--- config.mk ---
export PLATFORM = sky130hd
export DESIGN_NAME = counter_4_bit_down_structural
export DESIGN_NICKNAME = d
export VERILOG_FILES = /design/src/rtl/counter_pkg.sv /design/src/rtl/D_Flip_Flop.sv /design/src/rtl/subtract_by_one_subtractor.sv /design/src/rtl/counter_4_bit_down_structural.sv
export SDC_FILE = /design/constraint.sdc
export NUM_CORES = 1
export LEC_CHECK = 0
export ABC_CLOCK_PERIOD_IN_PS = 1830
export CAP_MARGIN = 10
export CORE_AREA = 2 2 39 41
export CTS_BUF_LIST = sky130_fd_sc_hd__clkbuf_4
export DETAILED_ROUTE_END_ITERATION = 16
export DIE_AREA = 0 0 41 43
export PLACE_DENSITY_LB_ADDON = 0.25
export SETUP_SLACK_MARGIN = 0.5
export SLEW_MARGIN = 40
export SYNTH_ARGS = -nofsm -noshare
export SYNTH_HDL_FRONTEND = slang
export SYNTH_HIERARCHICAL = 1
export SYNTH_SLANG_ARGS = --single-unit
--- constraint.sdc ---
create_clock -name clk -period 1.83 [get_ports clk]
set_clock_uncertainty 0.15 [all_clocks]
set_input_delay 0.366 -clock clk [delete_from_list [all_inputs] [get_ports clk]]
set_output_delay 0.366 -clock clk [all_outputs]
set_load 0.005 [all_outputs]
--- src/rtl/counter_pkg.sv ---
// rtl/counter_pkg.sv - shared state encoding and widths for the structural down counter
package counter_pkg;

    localparam int CNT_W = 4;

    typedef enum logic [1:0] {
        IDLE = 2'b00,
        RUN  = 2'b01,
        DONE = 2'b10
    } state_t;

endpackage

--- src/rtl/D_Flip_Flop.sv ---
// rtl/D_Flip_Flop.sv - single-bit storage cell with synchronous active-high clear
module D_Flip_Flop (
    input  logic clk,
    input  logic rst,
    input  logic d,
    output logic q
);

    always_ff @(posedge clk) begin
        if (rst) begin
            q <= 1'b0;
        end else begin
            q <= d;
        end
    end

endmodule

--- src/rtl/subtract_by_one_subtractor.sv ---
// rtl/subtract_by_one_subtractor.sv - ripple-borrow decrement; Bout flags an input of zero
module subtract_by_one_subtractor
    import counter_pkg::*;
(
    input  logic [CNT_W-1:0] A,
    output logic [CNT_W-1:0] D,
    output logic             Bout
);

    // b[0] is the constant borrow-in that turns the chain into A - 1
    logic [CNT_W:0] b;

    assign b[0] = 1'b1;

    genvar i;
    generate
        for (i = 0; i < CNT_W; i++) begin : g_stage
            assign D[i]   = A[i] ^ b[i];
            assign b[i+1] = ~A[i] & b[i];
        end
    endgenerate

    assign Bout = b[CNT_W];

endmodule

--- src/rtl/counter_4_bit_down_structural.sv ---
// rtl/counter_4_bit_down_structural.sv - prescaled 4-bit down counter, wrap or one-shot, DFF-based storage
module counter_4_bit_down_structural
    import counter_pkg::*;
#(
    parameter int DIV = 4
) (
    input  logic             clk,
    input  logic             rst,
    input  logic             en,
    input  logic             load,
    input  logic [CNT_W-1:0] load_val,
    input  logic             one_shot,
    output logic [CNT_W-1:0] out,
    output logic             zero,
    output logic             borrow,
    output logic             busy
);

    localparam int             PW      = (DIV > 1) ? $clog2(DIV) : 1;
    localparam logic [PW-1:0]  PRE_MAX = PW'(DIV - 1);

    state_t           state;
    logic             mode;
    logic [PW-1:0]    pre;
    logic             tick;
    logic [CNT_W-1:0] dec;
    logic             bout;
    logic [CNT_W-1:0] cnt_d;

    assign tick = (state == RUN) && en && (pre == PRE_MAX);

    subtract_by_one_subtractor u_sub (
        .A    (out),
        .D    (dec),
        .Bout (bout)
    );

    // A decrement of zero naturally yields 15, so only one-shot mode needs to hold at zero
    always_comb begin
        cnt_d = out;
        if (load) begin
            cnt_d = load_val;
        end else if (tick && !(bout && mode)) begin
            cnt_d = dec;
        end
    end

    genvar i;
    generate
        for (i = 0; i < CNT_W; i++) begin : g_cnt
            D_Flip_Flop u_dff (
                .clk (clk),
                .rst (rst),
                .d   (cnt_d[i]),
                .q   (out[i])
            );
        end
    endgenerate

    always_ff @(posedge clk) begin
        if (rst) begin
            pre <= '0;
        end else if (load) begin
            pre <= '0;
        end else if ((state == RUN) && en) begin
            pre <= tick ? '0 : pre + PW'(1);
        end
    end

    always_ff @(posedge clk) begin
        if (rst) begin
            state  <= IDLE;
            mode   <= 1'b0;
            borrow <= 1'b0;
        end else begin
            borrow <= 1'b0;
            if (load) begin
                state <= RUN;
                mode  <= one_shot;
            end else if (tick && bout) begin
                borrow <= 1'b1;
                if (mode) begin
                    state <= DONE;
                end
            end
        end
    end

    assign zero = (out == '0);
    assign busy = (state == RUN);

endmodule

==> flow_metrics.env <==
export IMPL_core_area_sq_um=1380
export IMPL_path_clk_slew_ps=70
export IMPL_grt_pass1_wl_um=2130
export IMPL_start_util_pct=41.0
export IMPL_required_ps=1840
export IMPL_synth_nets=73
export IMPL_fin_total_pwr_mw=0.541
export IMPL_r2r_end="g_cnt[3].u_dff/q"
export IMPL_setup_ws_ps=202
export IMPL_clkLatencyLatePin_ps=270
export IMPL_dp_slack_ps=-18.4
export IMPL_setup_viol=0
export IMPL_cap_violations=0
export IMPL_overflow=0
export IMPL_ioPinCount=16
export IMPL_max_slew_margin_pct=83.4
export IMPL_syn_area_sq_um=567
export IMPL_whs_endpoint="pre[1]"
export IMPL_clock_path_buffers=2
export IMPL_grt_antenna_before_repair=0
export IMPL_yosysWarningCount=6
export IMPL_ant_nets=0
export IMPL_routed_wl_um=1290
export IMPL_grt_usage_pct=18.0
export IMPL_drt_iter0_drc=9
export IMPL_multi_input_area_sq_um=424
export IMPL_area_growth_pct=61.8
export IMPL_die_area_sq_um=1760
export IMPL_fin_crit_ps=1630
export IMPL_drc_errors=0
export IMPL_avgSynthCellArea_sq_um=9.45
export IMPL_crit_buf_inv=2
export IMPL_grt_max_degree=11
export IMPL_dr_pass1_iters=4
export IMPL_crit_family="adder cells"
export IMPL_peakVddDrop_v=0.000408
export IMPL_cts_max_level=1
export IMPL_final_cell_mix="clkdlybuf4s50_1, buf_4"
export IMPL_ctsRootBufferMaster="clkbuf_4"
export IMPL_synthCells=60
export IMPL_dieWidth_um=41
export IMPL_register_area_sq_um=218
export IMPL_power_switching_mw=0.150
export IMPL_min_path_type="register to register"
export IMPL_ys_seq_elements=10
export IMPL_timing_fmax_mhz=614
export IMPL_r2r_cells=8
export IMPL_internal_power_mw=0.391
export IMPL_drive_above_1_share_pct=56.5
export IMPL_arrival_ps=1640
export IMPL_vias=512
export IMPL_slew_violations=0
export IMPL_tritoncts="yes"
export IMPL_stdcell_count=101
export IMPL_hold_buffers=0
export IMPL_worstSetupPathType="register to register"
export IMPL_antenna_cells=0
export IMPL_cts_sink_count=10
export IMPL_switching_share_pct=27.8
export IMPL_tns_ps=0
export IMPL_finalHoldViolCount=0
export IMPL_place_inst=92
export IMPL_hp_start="pre[1]"
export IMPL_layout_commonest_cell="clkdlybuf4s50_1"
export IMPL_dp_hpwl_um=917
export IMPL_numCtsBuffers=3
export IMPL_gp_congestion=0.817
export IMPL_worst_path_max_delay_cell="dfxtp_4"
export IMPL_regToRegStartpoint="g_cnt[0].u_dff/q"
export IMPL_rows=14
export IMPL_rsz0062_at_grt="true"
export IMPL_p_leak_nw=0.400
export IMPL_nets=99
export IMPL_ys_seq_area_share_pct=35.3
export IMPL_status="finished, final reports clean"
export IMPL_vias_per_cell=5.07
export IMPL_startpoint_type="register"
export IMPL_nFillCells=115
export IMPL_crit_chain="inv_4, ha_4, ha_4, ha_4, inv_2, a31oi_1, a2bb2oi_1, nor2b_4"
export IMPL_holdPathStages=2
export IMPL_cp_max_fo=4
export IMPL_clkPwrFrac_pct=29.6
export IMPL_critical_path_max_stage_delay_ps=380
export IMPL_comb_power_share_pct=26.2
export IMPL_power_density_nw_per_um2=590
export IMPL_wl_per_cell_um=12.8
export IMPL_cp_common_cell="ha_4"
export IMPL_grt_pass1_vias=493
export IMPL_worst_pin_slew_ps=248
export IMPL_seqPwrFrac_pct=44.1
export IMPL_synth_cell_types=21
export IMPL_whs_ps=413
export IMPL_r2r_slack_ps=200
export IMPL_endpoint_kind="register"
export IMPL_finalCritPeriodShare_pct=89.0
export IMPL_die_y_um=43
export IMPL_io_buffer_count=15
==> worst register-to-register path, cell delays in order, from the launching register on <==
cell and delay, ps:
dfxtp_4 380, inv_4 40, ha_4 150, ha_4 160, ha_4 250, inv_2 30
a31oi_1 150, a2bb2oi_1 90, nor2b_4 120
==> flip-flops by register name, summed over array words and instances, names as in the netlist <==
name           cells
borrow             1
g_cnt.u_dff/q      4
mode               1
pre                2
state              2
==> power groups by stage <==
stage	combinational [mW]	clock, mW	sequential, mW
floorplan	0.0718	0	0.242
global placement	0.126	0	0.244
detailed placement	0.131	0	0.244
CTS	0.135	0.165	0.238
global route	0.158	0.174	0.240
finish	0.142	0.160	0.239
==> through the flow <==
step	instance area (sq um)	util [%]
finish	917	66.3
global route	917	66.3
CTS	853	61.7
floorplan	612	-
global placement	795	57.4
detailed placement	795	57.4
==> synthesized netlist by cell type, drive strengths merged <==
library cell | n | area (sq um)
or3 | 1 | 6.26
buf | 2 | 10.0
mux2i | 2 | 20.0
dfxtp | 10 | 200
o21ai | 5 | 25.0
nand2 | 3 | 11.3
a211oi | 1 | 12.5
nor2b | 5 | 61.3
inv | 8 | 30.0
nand3b | 1 | 20.0
nor4 | 1 | 6.26
nor2 | 1 | 3.75
and4b | 1 | 10.0
and2 | 1 | 6.26
ha | 4 | 50.1
a2bb2oi | 4 | 35.0
nor3 | 3 | 15.0
nand4b | 1 | 8.76
a21oi | 2 | 10.0
a31oi | 4 | 25.0
==> logic make-up after synthesis <==
| logic type | share of synthesized area, % |
|---|---|
| flip-flops | 35.3 |
| AND/OR/NAND/NOR | 26.3 |
| multiplexers | 3.53 |
| adder cells (fa/ha/maj) | 8.83 |
| buffers and inverters | 7.06 |
| AO/OA/AOI/OAI | 19.0 |
==> worst max-delay path by stage <==
stage	start	to	slack [ps]	depth (start not counted)
after global placement	en	g_cnt[2].u_dff/q	10	5
after detailed placement	en	g_cnt[2].u_dff/q	-20	5
final	g_cnt[0].u_dff/q	g_cnt[3].u_dff/q	200	8
after CTS	g_cnt[1].u_dff/q	g_cnt[3].u_dff/q	200	8
after floorplan	g_cnt[0].u_dff/q	g_cnt[0].u_dff/q	300	8
after global routing	g_cnt[0].u_dff/q	g_cnt[1].u_dff/q	150	8
==> final cells by class <==
cell class              count  share of cell area (%)
well taps                  16                    2.18
clock inverters             1                   0.409
flip-flops and latches     10                    23.7
repair buffers             23                    21.4
clock buffers               3                    2.46
inverters                   8                    3.55
multi-input cells          40                    46.2
==> metal layers <==
metal  wire [um]  global-route usage (%)
met5           0                       0
met4          14                    7.33
met2         668                    25.6
met1         546                    23.6
met3          64                    6.81
==> repair_timing <==
item | CTS | global route
endpoints found under the setup margin | 15 | 12
buffers inserted | 2 | 3
resized for setup | 40 | 11
pin swaps | 1 | 3
(Power assumes the default switching activity.)
==> RTL edit 1, RTL diff (same settings) <==
`DIV`: 4 -> 2.
--- a/src/rtl/counter_4_bit_down_structural.sv
+++ b/src/rtl/counter_4_bit_down_structural.sv
@@ -4,3 +4,3 @@
 #(
-    parameter int DIV = 4
+    parameter int DIV = 2
 ) (
Function: changed (Yosys sat finds a counterexample within 4 cycles, from zero or initial values and one cycle with rst high).
==> RTL edit 1 against the original RTL <==
Wire length down 8.2%; sequential power down 8.4%; design area shrank 10%; synthesized area fell by 8.8%; critical path type unchanged; sequential cell count is 1 lower; setup slack improved by 2.2 ps; power down 6.1%; cell count decreased by 6.9%; combinational power shrank 5%; highest routed layer unchanged.
==> RTL edit 1: results (changes against the original RTL) <==
stage;metric;value;unit;change
place;GP Congestion;0.808;;was 0.817
finish;Final #Nets;91;;was 99
logic_synthesis;XOR/XNOR Fraction of Synth Area;0.0169;;was 0
min_path;hold_sp;state[0]$_SDFFE_PP0P_;;was pre[1]$_SDFFE_PP0P_
logic_synthesis;register area share after synthesis;0.349;;was 0.353
sta;worst slew pin tran;293;ps;was 248 ps
setup_path;crit path to;g_cnt[3].u_dff/q$_SDFF_PP0_;;unchanged
setup_path;R2R Setup Slk;200;ps;
logic_synthesis;Syn Nets;67;;was 73
pwr;worst vdd ir;447;uV;was 408 uV
route;Via-to-Cell Ratio;5.03;;was 5.07
min_path;Worst Hold Endpoint;state[0]$_SDFFE_PP0P_;;was pre[1]$_SDFFE_PP0P_
finish;# diodes;0;;unchanged
logic_synthesis;post-synthesis mux area share;0.0194;;was 0.0353
global_routing;first-pass GRT wire length;2000;um;was 2130 um
place;Placement Setup Slack;-27.1;ps;was -18.4 ps
logic_synthesis;adder-cell area share of the yosys netlist;0.0726;;was 0.0883
logic_synthesis;synth unique cells;23;;was 21
logic_synthesis;Syn Area/Cell;9.40;um2;was 9.45 um2
finish;top flop regs;g_cnt.u_dff/q x4, state x2;;was g_cnt.u_dff/q x4, pre x2, state x2
global_routing;total track usage;0.176;;was 0.180
place;dpl hpwl;863;um;was 917 um
finish;share of layout cells above drive strength 1;0.551;;was 0.565
finish;FILL cells;130;;was 115
place;placed cells;87;;was 92
outcome;run status;completed;;unchanged
finish;Non-Filler Instances;94;;was 101
setup_path;crit-path max FO;5;;was 4
logic_synthesis;compound-gate portion of the synthesized area;0.184;;was 0.190
global_routing;largest net degree at the start of global routing;10;;was 11
logic_synthesis;Post-synth top cells;dfxtp_1 (9), inv_1 (8);;was dfxtp_1 (10), inv_1 (8), o21ai_0 (5)
setup_path;worst r2r src;g_cnt[1].u_dff/q$_SDFF_PP0_;;was g_cnt[0].u_dff/q$_SDFF_PP0_
clocking;post-CTS sizing;36;;was 40
route;WL final;1190;um;was 1290 um
pwr;static leakage;0.357;nW;was 0.400 nW
logic_synthesis;synth top area cells;dfxtp_1 (35%), nor2b_4 (11%), ha_1 (7.3%);;was dfxtp_1 (35%), nor2b_4 (9.7%), ha_1 (8.8%)
finish;post-layout util;0.595;;was 0.663
sta;fmax;615;MHz;was 614 MHz
place;Area after DPL;736;um2;was 795 um2
==> RTL edit 1: metal layers <==
| layer | track usage | share of wire |
|---|---|---|
| met3 | 0.0942 | 0.050 |
| met2 | 0.247 | 0.48 |
| met5 | 0 | 0 |
| met1 | 0.223 | 0.45 |
| met4 | 0.0600 | 0.019 |
==> RTL edit 1: tightest hold or removal path, cell delays in order, from the launching register on <==
cell,delay [ps]
dfxtp_2,340
o21ai_2,50
a21oi_1,60
==> RTL edit 1: report_power, final <==
part,internal [W],switching (W)
clock network,0.0000808,0.0000733
registers,0.000206,0.0000125
logic,0.0000808,0.0000544
total,0.000368,0.000140
==> RTL edit 1: cell type report <==
| cell class | instances | share of cell area |
|---|---|---|
| Multi-Input combinational cell | 36 | 0.448 |
| Sequential cell | 9 | 0.234 |
| Timing Repair Buffer | 21 | 0.220 |
| Inverter | 8 | 0.0395 |
| Clock buffer | 3 | 0.0274 |
| Tap cell | 16 | 0.0243 |
| Clock inverter | 1 | 0.00608 |
==> RTL edit 2, RTL diff (same flow settings) <==
Without the edit above. The 3 states of `state_t` get a one-hot encoding in 3 bits.
--- a/src/rtl/counter_pkg.sv
+++ b/src/rtl/counter_pkg.sv
@@ -5,6 +5,6 @@
 
-    typedef enum logic [1:0] {
-        IDLE = 2'b00,
-        RUN  = 2'b01,
-        DONE = 2'b10
+    typedef enum logic [2:0] {
+        IDLE = 3'b001,
+        RUN  = 3'b010,
+        DONE = 3'b100
     } state_t;
Formal check against the unedited RTL: same outputs for any inputs over 10 cycles, from zero or initial values and one cycle with rst high; not proved beyond that.
==> RTL edit 2 against the original RTL <==
Setup slack lost 58 ps; wire length grew 22%; sequential share of layout area is 1.8 points lower; synthesized area rose by 5.5%; via count increased by 14%; clock power increased by 12%; largest power group unchanged; design area up 15%; utilization up 10 points; power is 14% higher; synthesized cell count rose by 5.0%; sequential cell count rose by 1; combinational power is 24% higher.
==> RTL edit 2: results (changes against the original RTL) <==
stage;metric;value;unit;change
setup_path;slowest CP cell;clkdlybuf4s50_1;;was dfxtp_4
route;total number of vias;584;;was 512
clocking;total CTS buffers;3;;unchanged
finish;Final #Nets;111;;was 99
finish;top flop regs;g_cnt.u_dff/q x4, state x3, pre x2;;was g_cnt.u_dff/q x4, pre x2, state x2
logic_synthesis;register area share after synthesis;0.368;;was 0.353
global_routing;vias in the first global route;522;;was 493
route;drt pass-1 iters;4;;unchanged
logic_synthesis;Syn Nets;76;;was 73
logic_synthesis;Synth Warn #;6;;unchanged
clocking;Worst-path clk slew;70;ps;about the same
outcome;run status;completed;;unchanged
global_routing;M1 GR Usage;0.255;;was 0.236
sta;relative slew slack;0.836;;was 0.834
setup_path;kind of cell adding the most delay to the critical path;buffers and inverters;;was adder cells
clocking;H-tree Lvls;1;;unchanged
global_routing;met2 usage;0.297;;was 0.256
route;WL final;1570;um;was 1290 um
place;IO Port Bufs;15;;unchanged
place;GP Congestion;0.783;;was 0.817
pwr;worst vdd ir;495;uV;was 408 uV
logic_synthesis;synth top area cells;dfxtp_1 (37%), nor2b_4 (9.2%), ha_1 (8.4%);;was dfxtp_1 (35%), nor2b_4 (9.7%), ha_1 (8.8%)
clocking;Clock Tree Buf Depth;2;;unchanged
finish;# diodes;0;;unchanged
logic_synthesis;synth unique cells;25;;was 21
setup_path;crit path DAT;1170;ps;was 1640 ps
global_routing;grt met3 use;0.0785;;was 0.0681
clocking;CTS Root Cell;clkbuf_4;;unchanged
global_routing;first-pass GRT wire length;2330;um;was 2130 um
pwr;static leakage;0.426;nW;was 0.400 nW
logic_synthesis;ys async rst share;0;;unchanged
place;dpl hpwl;1020;um;was 917 um
finish;FILL cells;91;;was 115
global_routing;initial antenna violation count;0;;unchanged
global_routing;total track usage;0.199;;was 0.180
global_routing;largest net degree at the start of global routing;9;;was 11
clocking;insertion delay to the later sink of the worst-skew pair;270;ps;about the same
min_path;Hold Crit Class;reg2reg;;unchanged
setup_path;crit-path max FO;4;;unchanged
finish;share of layout cells above drive strength 1;0.577;;was 0.565
route;drt initial violations;4;;was 9
setup_path;Max stage delay on crit path;520;ps;was 380 ps
logic_synthesis;Post-synth top cells;dfxtp_1 (11), inv_1 (8);;was dfxtp_1 (10), inv_1 (8), o21ai_0 (5)
place;Placement Setup Slack;-62.7;ps;was -18.4 ps
## RTL edit 2: cell types whose count changed after synthesis, moves of 2 or more
cell / unedited run / this run
a31oi_1: 4 / 0
a41oi_1: 0 / 4
o21ai_0: 5 / 1
o21ai_1: 0 / 4
nor2_1: 1 / 4
nand3_1: 0 / 2
nor3_1: 3 / 1
## RTL edit 2: path summary, 6_finish.rpt
path	startpoint	endpoint	slack [ps]	cells past startpoint
worst max-delay path	g_cnt[2].u_dff/q$_SDFF_PP0_	out[2]	140	1
worst max register to register	g_cnt[0].u_dff/q$_SDFF_PP0_	g_cnt[2].u_dff/q$_SDFF_PP0_	150	8
worst min-delay path	state[0]$_SDFFE_PP1P_	state[0]$_SDFFE_PP1P_	330	1
worst min register to register	state[0]$_SDFFE_PP1P_	state[0]$_SDFFE_PP1P_	330	1
## RTL edit 2: power breakdown
group / switching (W) / internal (W) / total [W]
clock network: 0.0000811 / 0.0000993 / 0.000180
logic: 0.0000660 / 0.000110 / 0.000176
registers: 0.0000126 / 0.000251 / 0.000263
total: 0.000160 / 0.000460 / 0.000620
## RTL edit 2: layout make-up
type,count,area share
Tap cell,16,0.0189
Inverter,8,0.0284
Clock buffer,4,0.0284
Multi-Input combinational cell,42,0.428
Timing Repair Buffer,32,0.277
Sequential cell,11,0.220
## RTL edit 2: layer usage
metal	wire length, um	part of all wire	vias to the layer above
met5	0	0	-
met4	11	0.0070	0
met3	64	0.041	3
met2	789	0.50	14
met1	706	0.45	267
li1	-	-	300
## RTL edit 2: cell families after synthesis
logic type / count (synthesis) / synth area share
AO/OA/AOI/OAI: 18 / 0.222
AND/OR/NAND/NOR: 18 / 0.228
flip-flops: 11 / 0.368
buffers and inverters: 10 / 0.0648
adder cells (fa/ha/maj): 4 / 0.0837
multiplexers: 2 / 0.0335
## RTL edit 2: metrics by stage
stage	TNS (ps)	std cells	instance area [um2]
2_1_floorplan	0	63	644
3_3_place_gp	-32.1	95	828
3_5_place_dp	-66.6	95	828
4_1_cts	0	103	945
5_1_grt	0	113	1060
6_report	0	113	1060
## RTL edit 2: timing repair
action,in CTS,in global routing
pin swaps,8,3
resized for setup,38,13
setup buffers,4,10
hold buffers,0,0
setup endpoints to repair,16,14
